### src/rtl/ps2_rx_fifo.sv
// ps2_rx_fifo: filtered, frame-checked PS/2 keyboard receiver with a
// show-ahead scan-code FIFO and a ready/valid read port.
//
// Ports:
//   CLOCK_50            system clock, all state on posedge
//   res                 asynchronous active-low reset
//   PS2_CLK, PS2_DAT    raw asynchronous PS/2 lines from the connector
//   rd_data/rd_brk/rd_ext  head entry (valid while rd_valid)
//   rd_valid, rd_ready  FIFO non-empty / consumer pop
//   count               current FIFO occupancy
//   err_parity          one-cycle pulse on odd-parity failure
//   err_frame           one-cycle pulse on bad stop bit or frame timeout
//   ovf, clr_ovf        sticky overflow flag and its synchronous clear
//
// Optional feature macro: PS2_MAKE_BREAK_EN folds E0/F0 prefix bytes into
// ext/brk flags on the following code (10-bit FIFO entries).
module ps2_rx_fifo #(
  parameter int FIFO_DEPTH     = 16,
  parameter int FILTER_LEN     = 8,
  parameter int TIMEOUT_CYCLES = 50000
) (
  input  logic                              CLOCK_50,
  input  logic                              res,
  input  logic                              PS2_CLK,
  input  logic                              PS2_DAT,
  output logic [7:0]                        rd_data,
  output logic                              rd_brk,
  output logic                              rd_ext,
  output logic                              rd_valid,
  input  logic                              rd_ready,
  output logic [$clog2(FIFO_DEPTH+1)-1:0]   count,
  output logic                              err_parity,
  output logic                              err_frame,
  output logic                              ovf,
  input  logic                              clr_ovf
);

  localparam int AW  = $clog2(FIFO_DEPTH);
  localparam int CW  = $clog2(FIFO_DEPTH + 1);
  localparam int FCW = $clog2(FILTER_LEN + 1);
  localparam int TW  = $clog2(TIMEOUT_CYCLES + 1);
`ifdef PS2_MAKE_BREAK_EN
  localparam int EW  = 10;
`else
  localparam int EW  = 8;
`endif

  typedef enum logic [1:0] {S_IDLE, S_DATA, S_PARITY, S_STOP} state_t;

  // Synchronisers and glitch filters (idle-high lines, preset to 1)
  logic [1:0]     clk_sync, dat_sync;
  logic           clk_flt, dat_flt, clk_flt_q;
  logic [FCW-1:0] clk_fcnt, dat_fcnt;
  logic           strobe;

  always_ff @(posedge CLOCK_50 or negedge res) begin
    if (!res) begin
      clk_sync  <= '1;
      dat_sync  <= '1;
      clk_flt   <= 1'b1;
      dat_flt   <= 1'b1;
      clk_flt_q <= 1'b1;
      clk_fcnt  <= '0;
      dat_fcnt  <= '0;
    end else begin
      clk_sync  <= {clk_sync[0], PS2_CLK};
      dat_sync  <= {dat_sync[0], PS2_DAT};
      clk_flt_q <= clk_flt;
      // Filtered value follows only after FILTER_LEN consecutive differing samples
      if (clk_sync[1] == clk_flt) begin
        clk_fcnt <= '0;
      end else if (clk_fcnt == FCW'(FILTER_LEN - 1)) begin
        clk_flt  <= clk_sync[1];
        clk_fcnt <= '0;
      end else begin
        clk_fcnt <= clk_fcnt + FCW'(1);
      end
      if (dat_sync[1] == dat_flt) begin
        dat_fcnt <= '0;
      end else if (dat_fcnt == FCW'(FILTER_LEN - 1)) begin
        dat_flt  <= dat_sync[1];
        dat_fcnt <= '0;
      end else begin
        dat_fcnt <= dat_fcnt + FCW'(1);
      end
    end
  end

  assign strobe = clk_flt_q & ~clk_flt;

  // Frame receiver
  state_t        state;
  logic [2:0]    bit_idx;
  logic [7:0]    shift;
  logic          par_bit;
  logic [TW-1:0] tcnt;
  logic          push_req;
  logic [EW-1:0] push_data;
  logic          par_ok;
`ifdef PS2_MAKE_BREAK_EN
  logic          brk_pend, ext_pend;
`endif

  assign par_ok = ^{shift, par_bit};

  always_ff @(posedge CLOCK_50 or negedge res) begin
    if (!res) begin
      state      <= S_IDLE;
      bit_idx    <= '0;
      shift      <= '0;
      par_bit    <= 1'b0;
      tcnt       <= '0;
      err_parity <= 1'b0;
      err_frame  <= 1'b0;
      push_req   <= 1'b0;
      push_data  <= '0;
`ifdef PS2_MAKE_BREAK_EN
      brk_pend   <= 1'b0;
      ext_pend   <= 1'b0;
`endif
    end else begin
      err_parity <= 1'b0;
      err_frame  <= 1'b0;
      push_req   <= 1'b0;
      if (strobe) begin
        tcnt <= '0;
        case (state)
          S_IDLE: begin
            if (!dat_flt) begin
              state   <= S_DATA;
              bit_idx <= '0;
            end
          end
          S_DATA: begin
            shift   <= {dat_flt, shift[7:1]};
            bit_idx <= bit_idx + 3'd1;
            if (bit_idx == 3'd7) state <= S_PARITY;
          end
          S_PARITY: begin
            par_bit <= dat_flt;
            state   <= S_STOP;
          end
          S_STOP: begin
            state      <= S_IDLE;
            err_frame  <= ~dat_flt;
            err_parity <= ~par_ok;
            if (dat_flt && par_ok) begin
`ifdef PS2_MAKE_BREAK_EN
              if (shift == 8'hE0) begin
                ext_pend <= 1'b1;
              end else if (shift == 8'hF0) begin
                brk_pend <= 1'b1;
              end else begin
                push_req  <= 1'b1;
                push_data <= {ext_pend, brk_pend, shift};
                ext_pend  <= 1'b0;
                brk_pend  <= 1'b0;
              end
`else
              push_req  <= 1'b1;
              push_data <= shift;
`endif
            end else begin
`ifdef PS2_MAKE_BREAK_EN
              ext_pend <= 1'b0;
              brk_pend <= 1'b0;
`endif
            end
          end
          default: state <= S_IDLE;
        endcase
      end else if (state != S_IDLE) begin
        if (tcnt == TW'(TIMEOUT_CYCLES - 1)) begin
          state     <= S_IDLE;
          tcnt      <= '0;
          err_frame <= 1'b1;
`ifdef PS2_MAKE_BREAK_EN
          ext_pend  <= 1'b0;
          brk_pend  <= 1'b0;
`endif
        end else begin
          tcnt <= tcnt + TW'(1);
        end
      end
    end
  end

  // Show-ahead FIFO
  logic [EW-1:0] mem [FIFO_DEPTH];
  logic [AW-1:0] wr_ptr, rd_ptr;
  logic [EW-1:0] head;
  logic          full, pop, do_push, drop;

  assign rd_valid = (count != '0);
  assign full     = (count == CW'(FIFO_DEPTH));
  assign pop      = rd_valid & rd_ready;
  // A pop in the same cycle frees the slot, so a push into a full FIFO is kept
  assign do_push  = push_req & (~full | pop);
  assign drop     = push_req & full & ~pop;

  always_ff @(posedge CLOCK_50) begin
    if (do_push) mem[wr_ptr] <= push_data;
  end

  always_ff @(posedge CLOCK_50 or negedge res) begin
    if (!res) begin
      wr_ptr <= '0;
      rd_ptr <= '0;
      count  <= '0;
      ovf    <= 1'b0;
    end else begin
      if (do_push) wr_ptr <= wr_ptr + AW'(1);
      if (pop)     rd_ptr <= rd_ptr + AW'(1);
      case ({do_push, pop})
        2'b10:   count <= count + CW'(1);
        2'b01:   count <= count - CW'(1);
        default: count <= count;
      endcase
      if (drop)         ovf <= 1'b1;
      else if (clr_ovf) ovf <= 1'b0;
    end
  end

  assign head    = mem[rd_ptr];
  assign rd_data = rd_valid ? head[7:0] : '0;
`ifdef PS2_MAKE_BREAK_EN
  assign rd_brk  = rd_valid & head[8];
  assign rd_ext  = rd_valid & head[9];
`else
  assign rd_brk  = 1'b0;
  assign rd_ext  = 1'b0;
`endif

endmodule
### config.mk
export PLATFORM = sky130hd
export DESIGN_NAME = ps2_rx_fifo
export DESIGN_NICKNAME = d
export VERILOG_FILES = /design/src/rtl/ps2_rx_fifo.sv
export SDC_FILE = /design/constraint.sdc
export NUM_CORES = 1
export LEC_CHECK = 0
export CORE_MARGIN = 1
export CORE_UTILIZATION = 34
export CTS_CLUSTER_SIZE = 30
export DETAILED_ROUTE_END_ITERATION = 10
export GPL_ROUTABILITY_DRIVEN = 0
export PLACE_DENSITY_LB_ADDON = 0.08
export RECOVER_POWER = 100
export SLEW_MARGIN = 20
export SYNTH_ARGS = -nofsm -noshare
export SYNTH_HDL_FRONTEND = slang
export SYNTH_SLANG_ARGS = --single-unit
### constraint.sdc
create_clock -name CLOCK_50 -period 3.8 [get_ports CLOCK_50]
set_clock_uncertainty 0.15 [all_clocks]
set_input_delay 1.14 -clock CLOCK_50 [delete_from_list [all_inputs] [get_ports CLOCK_50]]
set_output_delay 1.14 -clock CLOCK_50 [all_outputs]
set_load 0.01 [all_outputs]
**Word level (Yosys, flattened, before mapping)**

Memory sizes are Yosys's and may differ from the RTL's.
Cells that the tools add are included.

- Register bits: 70
- Memories kept: 1
- Input port bits: 6
- RAM bits: 128

Memory list:

| name | depth | bits a word | rd ports | clocked after memory_dff | wr ports | RTL line | source |
|---|---|---|---|---|---|---|---|
| mem | 16 | 8 | 1 | 0 | 1 | 189 | `logic [EW-1:0] mem [FIFO_DEPTH];` |

- Add/subtract/negate cells: 8
- Eq/ne operators: 15
- Multiplexer cells: 30
- Bitwise logic cells: 13
- Reductions and logical operators: 17

Operator list:

| operator | number |
|---|---|
| two-way mux 16 bit | 3 |
| adder 16 x 1 -> 16 bit, second input constant | 1 |
| adder 4 x 1 -> 4 bit, second input constant | 4 |
| equality test 16 bit, second input constant | 1 |
| two-way mux 4 bit | 4 |
| two-way mux 1 bit | 13 |
| nonzero test 2 bit | 6 |
| two-way mux 2 bit | 5 |
| case mux 5 bit (2 select lines) | 1 |
| XOR reduction 9 bit | 1 |
| equality test 4 x 3 -> 1 bit, second input constant | 2 |
| two-way mux 8 bit | 1 |
| case mux 2 bit (4 select lines) | 1 |
| AND reduction 2 bit | 4 |
| inverter 1 bit | 7 |
| equality test 2 bit, second input constant | 3 |
| != test 3 bit, second input constant | 2 |
| case mux 3 bit (2 select lines) | 1 |
| AND reduction 3 bit | 2 |
| adder 5 x 1 -> 5 bit, second input constant | 1 |
| bitwise AND 1 bit | 5 |
| equality test 5 bit, second input constant | 1 |
| nonzero test 5 bit | 1 |
| subtractor 5 x 1 -> 5 bit, second input constant | 1 |
| other kinds (10) | 12 |

**Longest topological paths before layout**

Gate-level depths: netlist of the first run.

- Depth in word-level cells: 6
- Gate-level depth with buffers: 10

**Worst setup path before layout of the first run**

OpenSTA, ideal clock, no wires.

- Path kind: reg-to-output
- Start point: reg rd_ptr[0]
- End point: out rd_data[0]
- Cell stages (with the launch flop): 6
- Data required time: 2.510 ns
- Data arrival time: 1.793 ns
- Slack: 0.717 ns
- Buffers on the path: 2
- Cell sequence: dfrtp_1 buf_6 buf_12 mux4_1 mux4_2 and2_1

- Longest elaborated chain between the ends: 2

RTL lines:

| what | RTL line | source |
|---|---|---|
| from (decl) | 190 | `logic [AW-1:0] wr_ptr, rd_ptr;` |
| from (signal assigned) | 213 | `if (pop) rd_ptr <= rd_ptr + AW'(1);` |
| memory read (16 x 8 bit) | - |  |
| two-way mux 8 bit | 225 | `assign rd_data = rd_valid ? head[7:0] : '0;` |
| to (decl) | 26 | `output logic [7:0] rd_data,` |

Every way passes these cells.

**Worst setup path after layout of the first run**

- Start point: reg rd_ptr[0]
- End point: out rd_data[4]

Same word-level chain as after synthesis.

==> results.toml, run 1 <==
[outcome]
violations = "DRC, capacitance limit, slew limit"
status = "finished with violations"

[critical_path]
arrival_ns = 2.48
path_delay_family = "multiplexers"
rr_endpoint = "mem[11][6]$_DFFE_PP_"
reg2reg_slack_ns = 0.98
cp-start-kind = "register"
path_common_cell = "mux4_2"
path_buf_inv = 4
path_max_fanout = 6
rr_worst_depth = 6
slowest_stage = "mux4_2"
cp_slowest_stage_delay_ns = 0.47
timing_worst_setup_path_type = "reg -> out"
path_depth = 7
cp-end-kind = "primary output"
reg2reg_from = "count[2]$_DFFE_PN0P_"
cp_cell_sequence = "buf_12 -> buf_16 -> buf_6 -> mux4_2 -> mux4_2 -> and2_1 -> buf_2"
critPathRequiredTime_ns = 2.51

[synthesis]
ys_seq_area_frac = 0.668
yosysTopAreaCell = "edfxtp_1"
synth_edf_count = 128
syn_inst = 502
synth_area_leaders = "edfxtp_1, dfrtp_1, mux4_2, mux4_1, mux2_2"
synth_top_area_frac = 0.458
synth-async-reset-ratio = 0.354
yosysUniqueCellTypes = 56
ys_ff_latch = 198
yosys_warnings = 0
synth_area_sq_um = 8380
synth-main-ff-cell = "edfxtp_1"
avgSynthCellArea_sq_um = 16.7

[global_routing]
grt_max_degree = 71
grt_pass1_wl_mm = 27.6
grt_antenna_before_repair = 0
track_usage = 0.147
grt_pass1_vias = 4544
globalRouteOverflowTotal = 0

[timing]
setup_viol = 0
tightest_slew_ns = 1.85
slew_headroom = -0.233
fin_crit_sh = 0.993
hold_viol = 0
finalCriticalPeriod_ns = 3.77
drv_slew = 71
rsz0062_at_grt = "yes"
max_freq_mhz = 265
finalWorstSetupSlack_ns = 0.0283

[pwr]
p_clk_frac = 0.308
seqPwrFrac = 0.440
power-per-cell-area_nw_per_um2 = 613
vdd_drop_max_mv = 0.414
pwr-share-comb = 0.252
swShare = 0.295
p_sw_mw = 1.76
p_leak_nw = 3.85
p_total_mw = 5.95
p_int_mw = 4.20

[floorplanning]
initial_core_util = 0.346
core_area_sq_um = 24200
die_h_um = 159
fp-row-count = 57
die_w_um = 159
dieArea_sq_um = 25300
num_io_pins = 25

[drt]
routed_wl_mm = 17.3
firstDrtPassIters = 7
num_vias = 4381
ant_nets = 0
wl_per_cell_um = 19.3
viasPerCell = 4.90
drc = 2
drt_iter0_markers = 334

[cts]
clock-sinks = 198
clk_path_buf_depth = 2
cts_made_buffers = 17
ctsHoldBuffers = 0
clock_latency_ns = 0.44
cts_root_buffer = "clkbuf_16"
h-tree-depth = 4
cts_tree = "built"
clk_pin_slew_worst_paths_ns = 0.07

[placed_design]
io_buffers = 22
dp_hpwl_mm = 10.7
pre_cts_slack_ns = 0.140

[job]
max-cap-violations = 1

[finish]
drive_above_1_share = 0.225
syn2layout_area_growth_pct = 15.9
nFillCells = 2247
antenna_cells = 0
layout_commonest_cell = "edfxtp_1"
mostFrequentLayoutCells = "edfxtp_1, dfrtp_1, mux4_2, nor2_1, nand2_1"
fin_nets = 579

[worst_hold_path]
hold_class = "reg -> reg"
hold_path_end = "clk_sync[1]$_DFF_PN1_"
min-delay-start = "clk_sync[0]$_DFF_PN1_"
whs_path_depth = 0
==> worst reg2reg max path: cells and delay by family, from the launching register on <==
kind,cells,cell delay (ns)
flip-flops,1,0.50
buffers and inverters,1,0.63
AND/OR/NAND/NOR,5,1.15
==> cell type report <==
class	count	area, sq um	area share
sequential	198	5610	0.577
multi-input combinational	270	2530	0.260
timing repair buffer	56	527	0.0542
tap	324	405	0.0417
clock inverter	15	179	0.0184
inverter	14	52.6	0.00541
clock buffer	17	425	0.0438
==> Yosys cell counts (all sizes together), types with 2 or more instances <==
library cell and n:
mux4 40, nand2 22, nor4 2, nor2 35, nand3b 2, edfxtp 128, a31oi 5, xor2 9
dfrtp 63, nor4bb 2, dfstp 7, a211oi 2, nor3 11, a21oi 7, o22ai 2, nor2b 4
nand3 10, and2 11, and3 5, nand4 2, nand2b 4, or3 3, xnor2 19, a22o 4
or2 2, o21ai 10, clkbuf 5, inv 14, a21o 2, mux2 23, buf 16, ha 16
==> metrics by stage <==
stage                     utilization  cell area, sq um  std cells  hold slack (ns)  setup TNS [ns]
final                           0.401              9720        894            0.208               0
after global routing            0.401              9720        894            0.212          -0.109
after CTS                       0.402              9760        892            0.209          -0.189
after detailed placement        0.373              9040        851            0.198               0
after global placement          0.373              9040        851            0.196               0
after floorplan                     -              8390        503            0.195               0
==> power by group through the flow <==
stage | Clock (mW) | Sequential [mW] | Combinational [mW]
floorplan | 0 | 2.60 | 0.995
global placement | 0 | 2.66 | 1.27
detailed placement | 0 | 2.66 | 1.29
CTS | 1.89 | 2.62 | 1.51
global route | 1.96 | 2.65 | 1.66
finish | 1.84 | 2.62 | 1.50
==> logic make-up (layout without fill, tap and decap cells) <==
family                     count (synthesis)  after routing  share of synthesized area
DFF                                      198            198                      0.668
and+or+nand+nor                          118            118                     0.0698
muxes                                     64             64                      0.148
AOI/OAI and AO/OA                         41             41                     0.0319
buffers and inverters                     35            102                     0.0260
xor gates and xnor gates                  29             29                     0.0319
adders and majority gates                 16             16                     0.0239
other                                      1              2                   0.000447
==> worst max path at each step <==
stage,start,endpoint,slack [ns]
2_1_floorplan,rd_ptr[0]$_DFFE_PN0N_,rd_data[0],0.72
3_3_place_gp,rd_ptr[0]$_DFFE_PN0N_,rd_data[5],0.16
3_5_place_dp,rd_ptr[0]$_DFFE_PN0N_,rd_data[5],0.14
4_1_cts,rd_ptr[0]$_DFFE_PN0N_,rd_data[3],-0.06
5_1_grt,rd_ptr[0]$_DFFE_PN0N_,rd_data[4],-0.05
6_report,rd_ptr[0]$_DFFE_PN0N_,rd_data[4],0.03
==> flip-flops by register name (all words and copies together) (netlist names) <==
register,count
dat_flt,1
shift,8
dat_sync,2
clk_sync,2
err_parity,1
par_bit,1
rd_ptr,4
bit_idx,3
push_data,8
clk_flt_q,1
wr_ptr,4
clk_fcnt,4
ovf,1
count,5
clk_flt,1
dat_fcnt,4
mem,128
push_req,1
tcnt,16
state,2
err_frame,1
==> layer usage <==
metal	wire length, um	track usage
met1	8260	0.204
met2	8410	0.235
met3	447	0.0284
met4	167	0.0433
met5	0	0
==> repair_timing <==
action	CTS	global route
endpoints found under the setup margin	8	9
setup buffers	6	3
gates resized for setup	45	17
endpoints found under the hold margin	0	0
cloned	3	0
Power figures use the tool's default switching activity.
==> run 2: changes to the inputs <==
--- a/config.mk
+++ b/config.mk
@@ -16,3 +16,4 @@
 export SYNTH_ARGS = -nofsm -noshare
 export SYNTH_HDL_FRONTEND = slang
 export SYNTH_SLANG_ARGS = --single-unit
+export TNS_END_PERCENT = 100
==> results of run 2 <==
Same layout as run 1: the final DEF is identical, and so are final timing and power.
